## src/rtl/piso_tx.sv

```systemverilog
// -----------------------------------------------------------------------------
// piso_tx : parallel-in / serial-out transmitter.
//
// A word offered on parallel_in is captured when load_valid & load_ready and
// then presented one bit per enabled cycle on serial_out (MSB or LSB first).
// The word after it can be loaded on the same edge that retires the last bit,
// so a stream of words leaves with no idle gap between them.
//
// Parameters
//   WIDTH       parallel word width (2..32)
//   MSB_FIRST   1: bit WIDTH-1 leaves first, 0: bit 0 leaves first
//   IDLE_LEVEL  serial_out level while no word is being shifted
//
// Ports
//   clk           clock, rising edge
//   reset         asynchronous active-high reset
//   parallel_in   word to send, sampled only on accept
//   load_valid    a word is offered
//   load_ready    block can take a word this cycle (combinational)
//   shift_en      advance one bit this cycle, 0 = hold
//   abort         cancel the word in flight
//   serial_out    current serial bit
//   serial_valid  serial_out carries a data bit
//   busy          a word is loaded and not fully shifted
//   done          one-cycle pulse after the last bit of a word completes
// -----------------------------------------------------------------------------
module piso_tx #(
  parameter int unsigned WIDTH      = 8,
  parameter bit          MSB_FIRST  = 1'b1,
  parameter bit          IDLE_LEVEL = 1'b0
) (
  input  logic             clk,
  input  logic             reset,
  input  logic [WIDTH-1:0] parallel_in,
  input  logic             load_valid,
  output logic             load_ready,
  input  logic             shift_en,
  input  logic             abort,
  output logic             serial_out,
  output logic             serial_valid,
  output logic             busy,
  output logic             done
);

  localparam int unsigned     CW   = $clog2(WIDTH);
  localparam logic [CW-1:0]   LAST = CW'(WIDTH - 1);

  typedef enum logic {IDLE, SHIFT} state_e;

  state_e           state_q;
  logic [WIDTH-1:0] sreg_q;
  logic [CW-1:0]    cnt_q;
  logic             done_q;

  logic             last_bit;
  logic             accept;
  logic [WIDTH-1:0] sreg_shifted;

  // The last bit retires this edge; this is the only point in SHIFT where a
  // new word may be taken, which is what makes back-to-back words gapless.
  assign last_bit   = (state_q == SHIFT) && (cnt_q == LAST) && shift_en && !abort;
  assign load_ready = (state_q == IDLE) || last_bit;
  assign accept     = load_valid && load_ready;

  // Move the register toward the output end so the next bit is always at the
  // same tap.
  assign sreg_shifted = MSB_FIRST ? {sreg_q[WIDTH-2:0], 1'b0}
                                  : {1'b0, sreg_q[WIDTH-1:1]};

  always_ff @(posedge clk or posedge reset) begin
    if (reset) begin
      state_q <= IDLE;
      sreg_q  <= '0;
      cnt_q   <= '0;
      done_q  <= 1'b0;
    end else begin
      done_q <= last_bit;
      case (state_q)
        IDLE: begin
          // abort has no meaning here, so a load is still taken
          if (accept) begin
            sreg_q  <= parallel_in;
            cnt_q   <= '0;
            state_q <= SHIFT;
          end
        end
        SHIFT: begin
          if (abort) begin
            state_q <= IDLE;
            sreg_q  <= '0;
          end else if (shift_en) begin
            if (cnt_q == LAST) begin
              if (accept) begin
                sreg_q <= parallel_in;
                cnt_q  <= '0;
              end else begin
                // counter parks at LAST; it only restarts on the next accept
                state_q <= IDLE;
                sreg_q  <= '0;
              end
            end else begin
              sreg_q <= sreg_shifted;
              cnt_q  <= cnt_q + 1'b1;
            end
          end
        end
        default: state_q <= IDLE;
      endcase
    end
  end

  // Outputs decode from registers only.
  assign busy         = (state_q == SHIFT);
  assign serial_valid = (state_q == SHIFT);
  assign serial_out   = (state_q == SHIFT) ? (MSB_FIRST ? sreg_q[WIDTH-1] : sreg_q[0])
                                           : IDLE_LEVEL;
  assign done         = done_q;

endmodule

```

## config.mk

```make
export PLATFORM = sky130hd
export DESIGN_NAME = piso_tx
export DESIGN_NICKNAME = d
export VERILOG_FILES = /design/src/rtl/piso_tx.sv
export SDC_FILE = /design/constraint.sdc
export NUM_CORES = 1
export LEC_CHECK = 0
export ABC_CLOCK_PERIOD_IN_PS = 1600
export CAP_MARGIN = 20
export CORE_MARGIN = 2
export CORE_UTILIZATION = 54
export DETAILED_ROUTE_END_ITERATION = 12
export DONT_BUFFER_PORTS = 1
export HOLD_SLACK_MARGIN = 0.06
export PLACE_DENSITY = 0.72
export SYNTH_ARGS = -nofsm -noshare
export SYNTH_HDL_FRONTEND = slang
export SYNTH_SLANG_ARGS = --single-unit
```

## constraint.sdc

```tcl
create_clock -name clk -period 1.6 [get_ports clk]
set_clock_uncertainty 0.15 [all_clocks]
set_input_delay 0.16 -clock clk [delete_from_list [all_inputs] [get_ports clk]]
set_output_delay 0.16 -clock clk [all_outputs]
set_load 0.1 [all_outputs]
```

==> flow_summary.toml, run 1 <==
[sta]
min_period_ns = 1.71
max_freq_ghz = 0.585
rsz0062_at_grt = "true"
holdWs_ns = -0.0518
setup_tns_ns = -0.149
fin_crit_sh_pct = 107
finalMaxSlewViolations = 0
max-slew-margin-rel_pct = 59.4
hold_violations = 7
setup_violations = 7
finalWorstSetupSlack_ns = -0.109
tightestPinTransition_ns = 0.609

[route]
post_drt_wl_per_cell_um = 17.2
post-route-drc-count = 0
drtPass1Iterations = 4
vias = 726
routed_wirelength_mm = 1.99
antenna_left = 0
first_iter_violations = 34
vias_per_cell = 6.26

[global_route]
antenna_found_initial = 0
grt_pass1_vias = 771
grtUsageTotal_pct = 23.7
grt_pass1_wl_mm = 3.33
overflow = 0
grt_max_degree = 18

[critical_path]
cp_data_arrival_time_ns = 1.40
path_class = "reg -> out"
cp-end-kind = "output port"
cp.required_ns = 1.29
crit_path_start_kind = "register"
crit_fanout = 3

[power]
power.density_nw_per_um2 = 938
power.ir.vdd_worst_mv = 0.590
leakagePower_nw = 0.472
p_total_mw = 1.05

[yosys]
avgSynthCellArea_um2 = 9.73
synth_top_flop_cell = "dfrtp_1"
yosys_warnings = 0
synthCells = 82
async_flop_share_pct = 100
synth_nets = 97
synth_edf_count = 0
synth_area_um2 = 798
ys_top_cells_by_area = "dfrtp_1 41%, a311o_1 6.3%, mux2i_1 6.3%, nand2b_1 6.3%, a22o_1 5.5%"
ys_seq_area_share_pct = 40.8
synth_top_area_share_pct = 40.8
synth_seq_cells = 13
synth_cell_types = 27
yosysTopAreaCell = "dfrtp_1"

[clocking]
cts_tree = "yes"
cts.sinks = 13
cts_buffers = 3
clk_latency_ns = 0.27
clk_path_buf_depth = 2
htree_levels = 1
root_buffer = "clkbuf_4"
cts.clk_slew.worst_paths_ns = 0.08
hold_buffers = 11

[floorplanning]
start_util_pct = 59.8
die_w_um = 42.5
coreArea_um2 = 1330
die_h_um = 42.5
fp-row-count = 13
ios = 18
die_area_um2 = 1800

[hold_path]
worstHoldPathType = "in -> reg"

[cells_and_area]
fillers = 69
multi_input_area_um2 = 512
mostFrequentLayoutCells = "12 x dfrtp_1, 10 x dlygate4sd3_1, 6 x nor2_1, 6 x buf_4"
syn_to_final_growth_pct = 40.9
drive_gt1_share_pct = 28.7
diodes = 0
seq_area_um2 = 329
nNetsFinal = 117
layout_commonest_cell = "dfrtp_1"

[outcome]
status = "complete, but fails checks"
violations = "hold timing, setup timing"

[placed_design]
gp_congestion = 0.753
hpwl_mm = 1.23
io_buffers = 0

[run]
drv_cap = 0
[worst max-delay path, cell delays in order, from the launching register on]
cell and delay, ns:
dfrtp_1 0.37, ha_2 0.19, ha_4 0.16, nand2_4 0.06
o21ai_4 0.15, buf_12 0.19
[Yosys cell counts (2+ instances only)]
cell type and instances:
nor2_1 6, dfrtp_1 13, o21ai_0 2, nand4_1 2, o21ai_1 4, a311o_1 5
a221o_1 2, mux2i_1 5, a21oi_1 5, nand2b_1 8, nand3_1 5, a22o_1 5
ha_1 2, buf_2 2, buf_4 4
[cells by family after synthesis]
family | share of synthesized area (%)
AOI/OAI and AO/OA | 23.2
adders and majority gates | 3.13
buffers and inverters | 6.43
DFF | 40.8
muxes | 7.68
and+or+nand+nor | 18.8
[metrics by stage]
step	cell area, um^2	instances	hold WS [ns]	worst slack, ns	util (%)
final	1120	116	-0.0518	-0.109	84.3
after global routing	1120	116	-0.0434	-0.182	84.3
after CTS	1070	113	-0.0675	-0.108	80.1
after detailed placement	883	96	-0.0496	-0.0428	66.2
after global placement	883	96	-0.0460	0.0212	66.2
after floorplan	843	82	-0.113	-0.325	-
[routing by layer]
| layer | global-route usage (%) | vias up | routed length, um |
|---|---|---|---|
| li1 | - | 345 | - |
| met1 | 28.8 | 351 | 853 |
| met2 | 42.5 | 28 | 1030 |
| met3 | 3.88 | 2 | 96 |
| met4 | 6.88 | 0 | 16 |
| met5 | 0 | - | 0 |
[sequential cells by signal, indices dropped and copies added, names as in the netlist]
register and count:
busy 1, cnt_q 3, done 1, sreg_q 8
[power by group]
group          switching [mW]  total, mW  internal (mW)  leakage [nW]
clock                   0.111      0.207         0.0965        0.0150
sequential             0.0554      0.434          0.378         0.169
combinational           0.230      0.414          0.184         0.288
total                   0.396       1.05          0.659         0.472
[final cells by class]
cell class / instances / area share, %
timing repair buffer: 22 / 20.6
multi-input combinational: 60 / 45.5
inverter: 2 / 0.667
sequential: 13 / 29.3
tap: 15 / 1.67
clock buffer: 4 / 2.34
[final timing paths]
check	to	startpoint	cells after the start	slack, ns
max in group asynchronous	busy$_DFF_PP0_	reset	2	0.72
min in group asynchronous	sreg_q[6]$_DFFE_PP0P_	reset	2	0.19
max reg2reg	cnt_q[0]$_DFFE_PP0P_	cnt_q[1]$_DFFE_PP0P_	6	-0.02
min	done$_DFF_PP0_	shift_en	2	-0.05
min reg2reg	sreg_q[0]$_DFFE_PP0P_	sreg_q[0]$_DFFE_PP0P_	1	0.36
max	load_ready	cnt_q[1]$_DFFE_PP0P_	5	-0.11
[repair_timing]
item / CTS / global route
setup endpoints to repair: 10 / 12
setup buffers: 2 / 3
hold endpoints to repair: 26 / 7
pin swaps: 6 / 4
gates resized for setup: 8 / 6
(Power assumes the default switching activity.)
==> inputs of run 2 (changes only) <==
==> config.mk (replaced) <==
export PLATFORM = sky130hd
export DESIGN_NAME = piso_tx
export DESIGN_NICKNAME = d
export VERILOG_FILES = /design/src/rtl/piso_tx.sv
export SDC_FILE = /design/constraint.sdc
export NUM_CORES = 1
export LEC_CHECK = 0
export ABC_CLOCK_PERIOD_IN_PS = 1820
export CAP_MARGIN = 20
export CELL_PAD_IN_SITES_DETAIL_PLACEMENT = 1
export CELL_PAD_IN_SITES_GLOBAL_PLACEMENT = 2
export CORE_MARGIN = 2
export CORE_UTILIZATION = 36
export DETAILED_ROUTE_END_ITERATION = 12
export DONT_BUFFER_PORTS = 1
export HOLD_SLACK_MARGIN = 0.06
export PLACE_DENSITY_LB_ADDON = 0.1
export SYNTH_ARGS = -nofsm -noshare
export SYNTH_HDL_FRONTEND = slang
export SYNTH_SLANG_ARGS = --single-unit
==> constraint.sdc (replaced) <==
create_clock -name clk -period 1.82 [get_ports clk]
set_clock_uncertainty 0.15 [all_clocks]
set_input_delay 0.182 -clock clk [delete_from_list [all_inputs] [get_ports clk]]
set_output_delay 0.182 -clock clk [all_outputs]
set_load 0.1 [all_outputs]
==> run 2 against run 1 <==
Against the previous run:
- the run now ends clean
- cell count up 7.8%
- critical endpoint unchanged
- hold slack better by 0.10 ns
- wire length up 1.2%
==> flow_summary.toml, run 2 (synthesis gave the netlist of run 1 again) <==
[sta]
setup_tns_ns = 0
hold_violations = 0
max-slew-margin-rel_pct = 65.6
tightestPinTransition_ns = 0.515
max_freq_ghz = 0.565
finalWorstSetupSlack_ns = 0.0510
min_period_ns = 1.77
rsz0062_at_grt = "true"
setup_violations = 0
fin_crit_sh_pct = 97.2
finalMaxSlewViolations = 0

[cells_and_area]
syn_to_final_growth_pct = 34.0
nNetsFinal = 113
instances_no_fill = 125
largest_register_ffs = 8
seq_area_um2 = 329
reg_top3 = "sreg_q x8, cnt_q x3"
fin_area_um2 = 1070
regMostFlops = "sreg_q"
drive_gt1_share_pct = 19.6
mostFrequentLayoutCells = "12 x dfrtp_1, 12 x dlygate4sd3_1, 8 x nand2b_1"
fillers = 238
diodes = 0
multi_input_area_um2 = 465

[critical_path]
cp-end-kind = "output port"
cp.required_ns = 1.49
cp_data_arrival_time_ns = 1.44
rr_endpoint = "sreg_q[5]$_DFFE_PP0P_"
reg2reg_slack_ns = 0.09
timing.rr.start = "cnt_q[0]$_DFFE_PP0P_"
crit_fanout = 3
crit_path_start_kind = "register"
r2r_cells = 6
path_class = "reg -> out"

[floorplanning]
start_util_pct = 37.2
die_h_um = 51.1
coreArea_um2 = 2150
ios = 18
die_area_um2 = 2610
fp-row-count = 17
die_w_um = 51.1

[hold_path]
whs_path_depth = 3
worstHoldPathType = "in -> reg"
min_to = "busy$_DFF_PP0_"
min_from = "shift_en"

[placed_design]
pre_cts_ws_ns = 0.161
gp_congestion = 0.712
hpwl_mm = 1.31
io_buffers = 0
dp_cells = 108
place_area_um2 = 903

[global_route]
grt_pass1_vias = 748
antenna_found_initial = 0
grt_pass1_wl_mm = 3.49
grtUsageTotal_pct = 18.0
overflow = 0
grt_max_degree = 17

[route]
vias_per_cell = 5.59
drtPass1Iterations = 4
post_drt_wl_per_cell_um = 16.1
routed_wirelength_mm = 2.02
first_iter_violations = 6
post-route-drc-count = 0
vias = 699
antenna_left = 0

[power]
leakagePower_nw = 0.437
power.ir.vdd_worst_mv = 0.486
power.density_nw_per_um2 = 822
p_total_mw = 0.880

[run]
drv_cap = 0

[clocking]
clk_path_buf_depth = 2
cts.clk_slew.worst_paths_ns = 0.08
clk_latency_ns = 0.27
cts.sinks = 13
cts_buffers = 3
root_buffer = "clkbuf_4"
cts_tree = "yes"
htree_levels = 1

[outcome]
status = "completed"
[run 2: cell types whose count changed in the layout (fill, tap and decap cells not counted), moves of 2 or more]
cell and change:
buf_4 -4, o21ai_0 +2, nand2b_1 +5, buf_6 -2, dlygate4sd3_1 +2, o21ai_1 -3
nand2b_4 -5
[run 2: metrics by stage]
step	utilization [%]	hold slack, ns
floorplan	-	-0.0910
global placement	42.1	-0.0151
detailed placement	42.1	-0.0148
CTS	49.2	0.0625
global route	49.8	0.0704
finish	49.8	0.0481
[run 2: worst max-delay path by stage]
stage | startpoint | to | slack [ns]
2_1_floorplan | cnt_q[0]$_DFFE_PP0P_ | sreg_q[0]$_DFFE_PP0P_ | -0.10
3_3_place_gp | cnt_q[1]$_DFFE_PP0P_ | cnt_q[1]$_DFFE_PP0P_ | 0.20
3_5_place_dp | cnt_q[0]$_DFFE_PP0P_ | cnt_q[0]$_DFFE_PP0P_ | 0.16
4_1_cts | cnt_q[0]$_DFFE_PP0P_ | cnt_q[0]$_DFFE_PP0P_ | 0.03
5_1_grt | cnt_q[0]$_DFFE_PP0P_ | load_ready | -0.01
6_report | cnt_q[0]$_DFFE_PP0P_ | load_ready | 0.05
[run 2: what timing repair did]
item                       4_1_cts  5_1_grt
resized for setup                0        3
hold endpoints to repair        23        0
setup endpoints to repair        1        9
buffers inserted                 1        0
pin swaps                        0        2
hold buffers                    12        0
[run 2: critical path: stages (launching register included)]
cell and delay, ns:
dfrtp_1 0.40, ha_2 0.21, ha_4 0.15, nand2_4 0.06, o21ai_4 0.15, buf_12 0.19
[run 2: final cells by class]
type,count,share of cell area [%]
clock buffers,4,2.46
inverters,2,0.702
multi-input cells,60,43.5
flip-flops and latches,13,30.8
well taps,28,3.27
repair buffers,18,19.3
[run 2: report_power, final]
group / total, mW / switching [mW] / internal [mW]
clock network: 0.184 / 0.0995 / 0.0848
logic: 0.318 / 0.186 / 0.132
registers: 0.377 / 0.0447 / 0.333
[run 2: layer usage]
metal	part of all wire [%]	track usage, %	wire length (um)
met1	49	23.7	990
met3	3.2	2.63	64
met4	0.69	6.76	14
met5	0	0	0
met2	47	29.9	947
